<file path="src/rtl/id_scan_fsm.sv">
// Identifier scanner: recognises letters-then-digits tokens in an ASCII char stream,
// tracking token length, overflow into an error state and a count of closed matches.
module id_scan_fsm #(
  parameter int unsigned MIN_DIGITS = 1,
  parameter int unsigned MAX_LEN    = 16,
  parameter int unsigned ALLOW_US   = 0,
  parameter int unsigned LEN_W      = 5,
  parameter int unsigned CNT_W      = 8
) (
  input  logic             clk,
  input  logic             reset,
  input  logic [7:0]       char,
  input  logic             char_valid,
  output logic             match,
  output logic             err,
  output logic [LEN_W-1:0] len,
  output logic [CNT_W-1:0] tok_cnt
);

  typedef enum logic [1:0] {
    IDLE  = 2'd0,
    ALPHA = 2'd1,
    DIGIT = 2'd2,
    ERR   = 2'd3
  } state_t;

  state_t             state, state_n;
  logic [LEN_W-1:0]   len_q, len_n;
  logic [3:0]         dcnt, dcnt_n;
  logic [CNT_W-1:0]   cnt_q, cnt_n;
  logic               is_l, is_d, at_max, run_ok;

  always_comb begin
    is_l = ((char >= 8'h41) && (char <= 8'h5A)) ||
           ((char >= 8'h61) && (char <= 8'h7A)) ||
           ((ALLOW_US != 0) && (char == 8'h5F));
    is_d = (char >= 8'h30) && (char <= 8'h39);
  end

  assign at_max = (len_q == LEN_W'(MAX_LEN));
  assign run_ok = (dcnt >= 4'(MIN_DIGITS));

  always_comb begin
    state_n = state;
    len_n   = len_q;
    dcnt_n  = dcnt;
    cnt_n   = cnt_q;
    if (char_valid) begin
      unique case (state)
        IDLE: begin
          dcnt_n = '0;
          if (is_l) begin
            state_n = ALPHA;
            len_n   = LEN_W'(1);
          end else begin
            len_n   = '0;
          end
        end
        ALPHA, DIGIT: begin
          // Overflow wins over the normal letter/digit transitions.
          if ((is_l || is_d) && at_max) begin
            state_n = ERR;
            dcnt_n  = '0;
          end else if (is_d) begin
            state_n = DIGIT;
            len_n   = len_q + LEN_W'(1);
            if (state == ALPHA) dcnt_n = 4'd1;
            else if (dcnt != 4'd15) dcnt_n = dcnt + 4'd1;
          end else if (is_l) begin
            state_n = ALPHA;
            len_n   = len_q + LEN_W'(1);
            dcnt_n  = '0;
          end else begin
            if ((state == DIGIT) && run_ok) cnt_n = cnt_q + CNT_W'(1);
            state_n = IDLE;
            len_n   = '0;
            dcnt_n  = '0;
          end
        end
        ERR: begin
          if (is_l || is_d) begin
            len_n   = LEN_W'(MAX_LEN);
          end else begin
            state_n = IDLE;
            len_n   = '0;
            dcnt_n  = '0;
          end
        end
        default: state_n = IDLE;
      endcase
    end
  end

  always_ff @(posedge clk) begin
    if (reset) begin
      state <= IDLE;
      len_q <= '0;
      dcnt  <= '0;
      cnt_q <= '0;
    end else begin
      state <= state_n;
      len_q <= len_n;
      dcnt  <= dcnt_n;
      cnt_q <= cnt_n;
    end
  end

  assign match   = (state == DIGIT) && run_ok;
  assign err     = (state == ERR);
  assign len     = len_q;
  assign tok_cnt = cnt_q;

endmodule

</file>
<file path="config.mk">
export PLATFORM = sky130hd
export DESIGN_NAME = id_scan_fsm
export DESIGN_NICKNAME = d
export VERILOG_FILES = /design/src/rtl/id_scan_fsm.sv
export SDC_FILE = /design/constraint.sdc
export NUM_CORES = 1
export LEC_CHECK = 0
export ABC_AREA = 1
export BUFFER_PORTS_ARGS = -buffer_cell sky130_fd_sc_hd__buf_2
export CAP_MARGIN = 20
export CORE_UTILIZATION = 45
export CTS_CLUSTER_DIAMETER = 100
export DETAILED_ROUTE_END_ITERATION = 12
export PLACE_DENSITY_LB_ADDON = 0.2
export SLEW_MARGIN = 20
export SYNTH_ARGS = -nofsm -noshare
export SYNTH_HDL_FRONTEND = slang
export SYNTH_SLANG_ARGS = --single-unit
</file>
<file path="constraint.sdc">
create_clock -name clk -period 2.5 [get_ports clk]
set_input_delay 0.75 -clock clk [delete_from_list [all_inputs] [get_ports clk]]
set_output_delay 0.75 -clock clk [all_outputs]
set_load 0.01 [all_outputs]
</file>
; ---- Word level (Yosys, flattened, before mapping)
; Index checks and enable logic that the tools add are counted.
; Widths: inputs -> output; s select.
[totals]
register_bits = 19
out_inout_bits = 15
word_cells = 57
[op_classes]
addsub = 3
order_cmp = 7
n_eq_ne = 9
muxes = 18
bitwise_logic = 3
reduce_logical = 13
[op_table]
columns = op, n
row1 = $mux 4, 5
row2 = $mux 5, 4
row3 = $ge 8x7->1 const B, 2
row4 = $le 8x7->1 const B, 2
row5 = $pmux 5 s3, 1
row6 = $pmux 4 s3, 1
row7 = $add 8x1->8 const B, 1
row8 = $ge 8x6->1 const B, 1
row9 = $le 8x6->1 const B, 1
row10 = $mux 2, 4
row11 = $ne 2x2->1 const B, 3
row12 = $pmux 2 s3, 1
row13 = $reduce_and 3->1, 2
row14 = $reduce_and 6->1, 1
row15 = $add 5x1->5 const B, 1
row16 = $eq 5x5->1 const B, 1
row17 = $logic_and 1x1->1, 5
row18 = $ne 5x5->1 const B, 1
row19 = $add 4x1->4 const B, 1
row20 = $eq 2x2->1 const B, 2
row21 = $ge 4x1->1 const B, 1
row22 = $ne 4x4->1 const B, 1
row23 = $not 1->1, 3
row24 = $eq 2x1->1 const B, 1
row25 = 5 further kinds, 7

; ---- Logic depth before layout (Yosys ltp)
; Gate-level depths: netlist (run 1).
[logic_depth]
ltp_word = 7
depth_mapped = 12
mapped_depth_nobuf = 12

; ---- Worst setup path before layout (run 1)
; No wires, ideal clock.
[synth_path]
path_kind = input port to flip-flop
from = input char[1]
to = register cnt_q[3] (netlist: tok_cnt[3])
setup_time_ns = 0.113
t_arrival_ns = 1.570
t_required_ns = 2.387
slack_ns = 0.817
path_stages = 10
cell_sequence = nor2_1 > nand3_1 > nand3_2 > nand2_4 > inv_2 > nand2_4 > nor2_4 > nand2_1 > nand2_1 > nor2_1
[synth_between]
elab_chain_len = 7
word_cells_on_any_way = 16
classes_between = order compare (6) / bitwise (3) / reduce/logical (7)
[synth_rtl]
columns = element, line
row1 = start: declaration, 12  ; input logic [7:0] char,
row2 = "$ge 8x7->1, or another cell as far along", 34  ; is_l = ((char >= 8'h41) && (char <= 8'h5A)) ||
row3 = $logic_and 1x1->1 (on tied branches), "34, 35"
row4 = $logic_or 1x1->1, 34
row5 = $logic_or 1x1->1, 61  ; if ((is_l || is_d) && at_max) begin
row6 = $logic_and 1x1->1, 61
row7 = $not 1->1 (no source line), -
row8 = $reduce_and 6->1 (no source line) *, -
row9 = end signal: assignment, 104  ; cnt_q <= cnt_n;
row10 = end: declaration, 30  ; logic [CNT_W-1:0] cnt_q, cnt_n;
; Every way passes the cells marked *; elsewhere a longest branch is shown, timed or not.
; A chain may end at the register's enable or synchronous reset.

; ---- Worst setup path in the final report (run 1)
[layout_path]
from = register dcnt[1]
to = output match
[layout_between]
elab_chain_len = 2
[layout_rtl]
columns = element, line
row1 = start: declaration, 29  ; logic [3:0] dcnt, dcnt_n;
row2 = start signal: assignment, 103  ; dcnt <= dcnt_n;
row3 = $ge 4x1->1, 41  ; assign run_ok = (dcnt >= 4'(MIN_DIGITS));
row4 = $logic_and 1x1->1, 108  ; assign match = (state == DIGIT) && run_ok;
row5 = end: declaration, 14  ; output logic match,
; Every way passes these cells.

==> summary.txt, run 1 <==
Run
  – Max-cap violations: 0

Clock network
  – Number of CTS-inserted buffers: 3
  – CTS sink cnt: 19
  – Clock Tree Buf Depth: 2
  – H-tree depth: 1
  – CTS clk-pin slew, worst paths: 110 ps
  – Hold bufs inserted after CTS: 0
  – CTS tree: built
  – Postcts setup bufs: 0
  – Post-CTS Resized: 0
  – Clock Latency Late Sink: 300 ps
  – Root buffer cell: clkbuf_4

Timing
  – Fin worst setup slack: 326 ps
  – Tcrit/Tclk final: 87.0%
  – Final Hold Viols: 0
  – Max Clock Skew: 7.80 ps
  – Worst slew pin tran: 420 ps
  – Max Freq: 0.460 GHz
  – Setup_tns: 0 ps
  – RSZ-0062 raised after global routing: false
  – Final Critical Period: 2170 ps
  – Slew Limit Fails: 0
  – # setup viols final: 0
  – Relative slew slack: 72.0%

Worst setup path
  – Crit Path Max Fanout: 3
  – Worst Setup EP: match
  – Worst Path Arrival: 1420 ps
  – Reg2Reg Depth: 9
  – Critical path capture point type: primary output
  – Worst R2R Start: state[0]
  – CP Data Required Time: 1750 ps
  – Worst Setup Path Type: reg2out
  – Worst setup SP type: flip-flop
  – R2R setup slack: 680 ps
  – CP startpoint: dcnt[1]
  – Reg-to-reg endpoint: tok_cnt[3]

Die
  – I/O pin count: 26
  – Die area: 3200 um2
  – # rows: 19
  – Core area: 2780 um2
  – DIE WIDTH: 56.5 um
  – Starting density of the core: 48.1%
  – Chip height: 56.5 um

Placement
  – DP Worst Slack: 559 ps
  – PortBufs: 25
  – Gpl congestion: 0.861
  – Hpwl dp: 2140 um

Synth
  – Yosys cell types: 27
  – Yosys Warn Count: 0
  – Syn Std Cell Area: 1340 um2
  – Post-synthesis cell count: 205
  – Syn Nets: 226
  – Syn avg cell area: 6.53 um2
  – Seq/Total Area, Yosys: 28.4%
  – Seq cells post-synth: 19

GRT
  – Vias in the first global route: 1115
  – Largest net degree at the start of global routing: 13
  – Total track usage: 18.4%
  – Initial antenna violation count: 0
  – First-pass GRT wire length: 4720 um
  – Global route overflow: 0

Drt
  – DRT Pass-1 Iters: 4
  – Via count: 1274
  – Initial detailed-routing violation count: 45
  – Final wirelength: 2740 um
  – DR vias/cell: 4.84
  – DR DRC count: 0
  – Antenna-violating nets left: 0
  – Post-DR wirelength/cell: 10.4 um

Power and ir drop
  – Maximum vdd drop: 385 uV
  – PwrDens: 381 nW/um2
  – Leak: 0.758 nW

Finish
  – Share of layout cells above drive strength 1: 19.4%
  – Post-layout nets: 254
  – Most common cell after layout, fill and taps aside: nand2_1
  – Commonest cells after routing, fill and taps aside: nand2_1 (40), nor2_1 (36), inv_1 (28)
  – ANT cells: 0
  – Area growth syn-to-layout: 13.6%

Outcome
  – Status: finished, final reports clean

Hold path
  – Worst min path class: reg2reg
[synthesized netlist by cell type]
cell type  number  area, um2
a21oi_1        10       50.1
a31o_2          1       8.76
and2_1          1       6.26
clkbuf_1        2       7.51
clkinv_1        1       3.75
dfxtp_1        19        380
ha_1           10        125
inv_1          28        105
inv_2           5       18.8
nand2_1        40        150
nand2_2         2       12.5
nand2_4         2       22.5
nand3_1        14       70.1
nand3_2         2       20.0
nand3b_1        1       7.51
nand4_1         5       31.3
nor2_1         36        135
nor2_2          1       6.26
nor2_4          2       22.5
nor3_1          5       25.0
nor3_4          1       16.3
nor3b_1         1       7.51
o211ai_1        1       7.51
o21ai_0         8       40.0
or2_2           1       6.26
xnor2_1         1       8.76
xor2_1          5       43.8
[worst max-delay path, stage by stage (launching register included)]
cell and delay, ps:
dfxtp_1 370, inv_1 80, ha_1 180, nor2_1 80, nand3_1 90, nand2_1 140
inv_1 50, buf_2 130
[how the worst min path moves through the flow]
stage	from	endpoint	slack (ps)	cells after the start
final	state[1]	state[1]	510	2
after global routing	tok_cnt[6]	tok_cnt[6]	540	2
after CTS	state[1]	state[1]	520	2
after detailed placement	state[1]	state[1]	500	2
after global placement	tok_cnt[7]	tok_cnt[7]	490	2
after floorplan	state[1]	state[1]	480	2
[per-stage QoR]
stage	instance area (um2)	power (W)	hold slack, ps	utilization, %	std cells
6_report	1520	0.000579	514	54.7	263
3_5_place_dp	1500	0.000427	504	53.8	259
4_1_cts	1520	0.000588	518	54.7	263
5_1_grt	1520	0.000614	537	54.7	263
3_3_place_gp	1500	0.000426	495	53.8	259
2_1_floorplan	1340	0.000397	478	-	205
[report_power, final]
part | switching (W) | leakage, nW | internal (W)
sequential | 0.0000103 | 0.155 | 0.000312
combinational | 0.0000611 | 0.588 | 0.0000362
clock | 0.0000978 | 0.0150 | 0.0000623
[state kept, by name (all words and copies together), names as in the netlist]
name / flops
dcnt: 4
len: 5
state: 2
tok_cnt: 8
[layer usage]
| metal | vias up | global-route usage [%] | wire length [um] |
|---|---|---|---|
| met1 | 547 | 25.0 | 1410 |
| met2 | 26 | 29.6 | 1200 |
| met3 | 2 | 4.38 | 108 |
| met4 | 0 | 4.18 | 17 |
| li1 | 699 | - | - |
| met5 | - | 0 | 0 |
[cells by family (layout without fill, tap and decap cells)]
| logic type | Yosys count | count (layout) | share of synthesized area (%) |
|---|---|---|---|
| adders and majority gates | 10 | 10 | 9.35 |
| AOI/OAI and AO/OA | 20 | 20 | 7.94 |
| and+or+nand+nor | 114 | 114 | 40.3 |
| buffers and inverters | 36 | 63 | 10.1 |
| xor gates and xnor gates | 6 | 6 | 3.93 |
| DFF | 19 | 19 | 28.4 |
[final cells by class]
class | instances | area [um2]
sequential | 19 | 380
tap | 31 | 38.8
fill | 281 | 1260
multi-input combinational | 150 | 823
inverter | 34 | 128
timing repair buffer | 25 | 125
clock buffer | 4 | 26.3
No activity file was read; power rests on OpenSTA's default activity.
==> run 2: changes to the inputs <==
--- a/config.mk
+++ b/config.mk
@@ -12,6 +12,7 @@
 export CTS_CLUSTER_DIAMETER = 100
 export DETAILED_ROUTE_END_ITERATION = 12
 export PLACE_DENSITY_LB_ADDON = 0.2
+export RECOVER_POWER = 100
 export SLEW_MARGIN = 20
 export SYNTH_ARGS = -nofsm -noshare
 export SYNTH_HDL_FRONTEND = slang
==> run 2 against run 1 <==
Net effect: register-to-register slack worse by 290 ps; die area is the same; sequential share of layout area increased by 1.1 points; non-clock buffer count is the same; routed wire length shrank 0.40%; global-route usage did not move; cell area shrank 4.3%.
==> summary.txt, run 2 (synthesis results as in run 1) <==
Outcome
  – Status: finished, final reports clean

Timing
  – RSZ-0062 raised after global routing: false
  – Max Freq: 0.469 GHz
  – # setup viols final: 0
  – Worst slew pin tran: 419 ps
  – Setup_tns: 0 ps
  – Max Clock Skew: 8.89 ps
  – Final Critical Period: 2130 ps
  – Slew Limit Fails: 0
  – Fin worst setup slack: 367 ps
  – Relative slew slack: 72.1%
  – Final Hold Viols: 0
  – Final hold slack: 517 ps
  – Tcrit/Tclk final: 85.3%

Finish
  – Post-layout nets: 254
  – Max reg flops: 8
  – Most common cell after layout, fill and taps aside: nand2_1
  – Share of layout cells above drive strength 1: 8.19%
  – Area growth syn-to-layout: 8.79%
  – ANT cells: 0
  – Commonest cells after routing, fill and taps aside: nand2_1 (44), nor2_1 (38), inv_1 (30)

Drt
  – Via count: 1277
  – Antenna-violating nets left: 0
  – Initial detailed-routing violation count: 44
  – DRT Pass-1 Iters: 4
  – DR vias/cell: 4.86
  – DR DRC count: 0
  – Final wirelength: 2730 um
  – Post-DR wirelength/cell: 10.4 um

GRT
  – GR peak layer: met2
  – Routing usage on met1: 25.0%
  – Vias in the first global route: 1115
  – First-pass GRT wire length: 4720 um
  – Largest net degree at the start of global routing: 13
  – Initial antenna violation count: 0
  – Met3 Use GR: 4.38%
  – Global route overflow: 0
  – Total track usage: 18.4%
  – Met2 Use GR: 29.6%

Clock network
  – CTS sink cnt: 19
  – H-tree depth: 1
  – Post-CTS Resized: 0
  – Clock Tree Buf Depth: 2
  – Postcts setup bufs: 0
  – Clock Latency Late Sink: 300 ps
  – Number of CTS-inserted buffers: 3
  – Root buffer cell: clkbuf_4
  – Hold bufs inserted after CTS: 0
  – CTS tree: built
  – CTS clk-pin slew, worst paths: 110 ps

Power and ir drop
  – Psw: 0.000165 W
  – Comb pwr share: 15.9%
  – Switching part of the total power: 28.9%
  – Leak: 0.677 nW
  – Clk pwr share: 27.8%
  – Register share of total power: 56.3%
  – Maximum vdd drop: 385 uV
  – PwrDens: 393 nW/um2
  – Internal power: 0.000407 W

Die
  – I/O pin count: 26
  – Chip height: 56.5 um
  – DIE WIDTH: 56.5 um
  – # rows: 19
  – Die area: 3200 um2
  – Core area: 2780 um2
  – Starting density of the core: 48.1%

Run
  – Max-cap violations: 0

Placement
  – PortBufs: 25
  – DP Worst Slack: 559 ps
  – Hpwl dp: 2140 um
  – Gpl congestion: 0.861

Worst setup path
  – CP Data Required Time: 1750 ps
  – Critical path capture point type: primary output
  – Master of the slowest instance on the critical path: dfxtp_1
  – WP buf/inv: 3
  – Max stage delay on crit path: 370 ps
  – Crit Path Max Fanout: 3
  – Worst setup SP type: flip-flop
  – Most common cell on crit path: inv_1
  – Crit-path cells: inv_1 > ha_1 > nor2_1 > nand3_1 > nand2_1 > inv_1 > clkbuf_1
  – Worst Setup Path Type: reg2out
  – CP top delay family: flip-flops
  – Worst Path Arrival: 1380 ps

Hold path
  – Worst min path class: reg2reg
==> run 2: cell types whose count changed in the layout (fill, tap and decap cells not counted), sizes merged <==
cell	before	now
clkinv	1	2
clkbuf	4	19
buf	25	10
inv	33	32
==> run 2: cell type report <==
type / instances / area (um2)
repair buffers: 25 / 106
inverters: 34 / 128
clock buffers: 4 / 26.3
well taps: 31 / 38.8
multi-input cells: 150 / 777
fillers: 298 / 1330
flip-flops and latches: 19 / 380
==> run 2: final timing paths <==
check                              start          to  slack [ps]  depth (start not counted)
worst max-delay path             dcnt[1]       match         370                          7
worst min register to register  state[1]    state[1]         520                          2
worst max register to register  state[0]  tok_cnt[2]         390                          9
worst min-delay path            state[1]    state[1]         520                          2
==> run 2: worst register-to-register path, stage by stage, from the launching register on <==
cell     delay [ps]
dfxtp_1         370
inv_1            80
ha_1            410
inv_2           100
nor3_2          370
nand2_1         310
nor2_1          210
nand2_1          70
nand2_1          60
nor2_1           40
==> run 2: power groups by stage <==
| stage | Combinational [W] | Clock [W] | Sequential (W) |
|---|---|---|---|
| 6_report | 0.0000912 | 0.000159 | 0.000322 |
| 5_1_grt | 0.000107 | 0.000177 | 0.000324 |
| 4_1_cts | 0.0000979 | 0.000168 | 0.000322 |
| 3_5_place_dp | 0.0000975 | 0 | 0.000329 |
| 3_3_place_gp | 0.0000969 | 0 | 0.000329 |
| 2_1_floorplan | 0.0000676 | 0 | 0.000329 |
==> run 2: per-layer routing <==
metal	vias to the layer above	part of all wire [%]
li1	698	-
met3	5	4.4
met5	-	0
met4	0	0.81
met1	553	52
met2	21	43
==> run 2: metrics by stage <==
step / instance area [um2] / instances / util (%) / power, W
6_report: 1460 / 263 / 52.4 / 0.000572
5_1_grt: 1460 / 263 / 52.4 / 0.000608
4_1_cts: 1520 / 263 / 54.7 / 0.000588
3_5_place_dp: 1500 / 259 / 53.8 / 0.000427
3_3_place_gp: 1500 / 259 / 53.8 / 0.000426
2_1_floorplan: 1340 / 205 / - / 0.000397
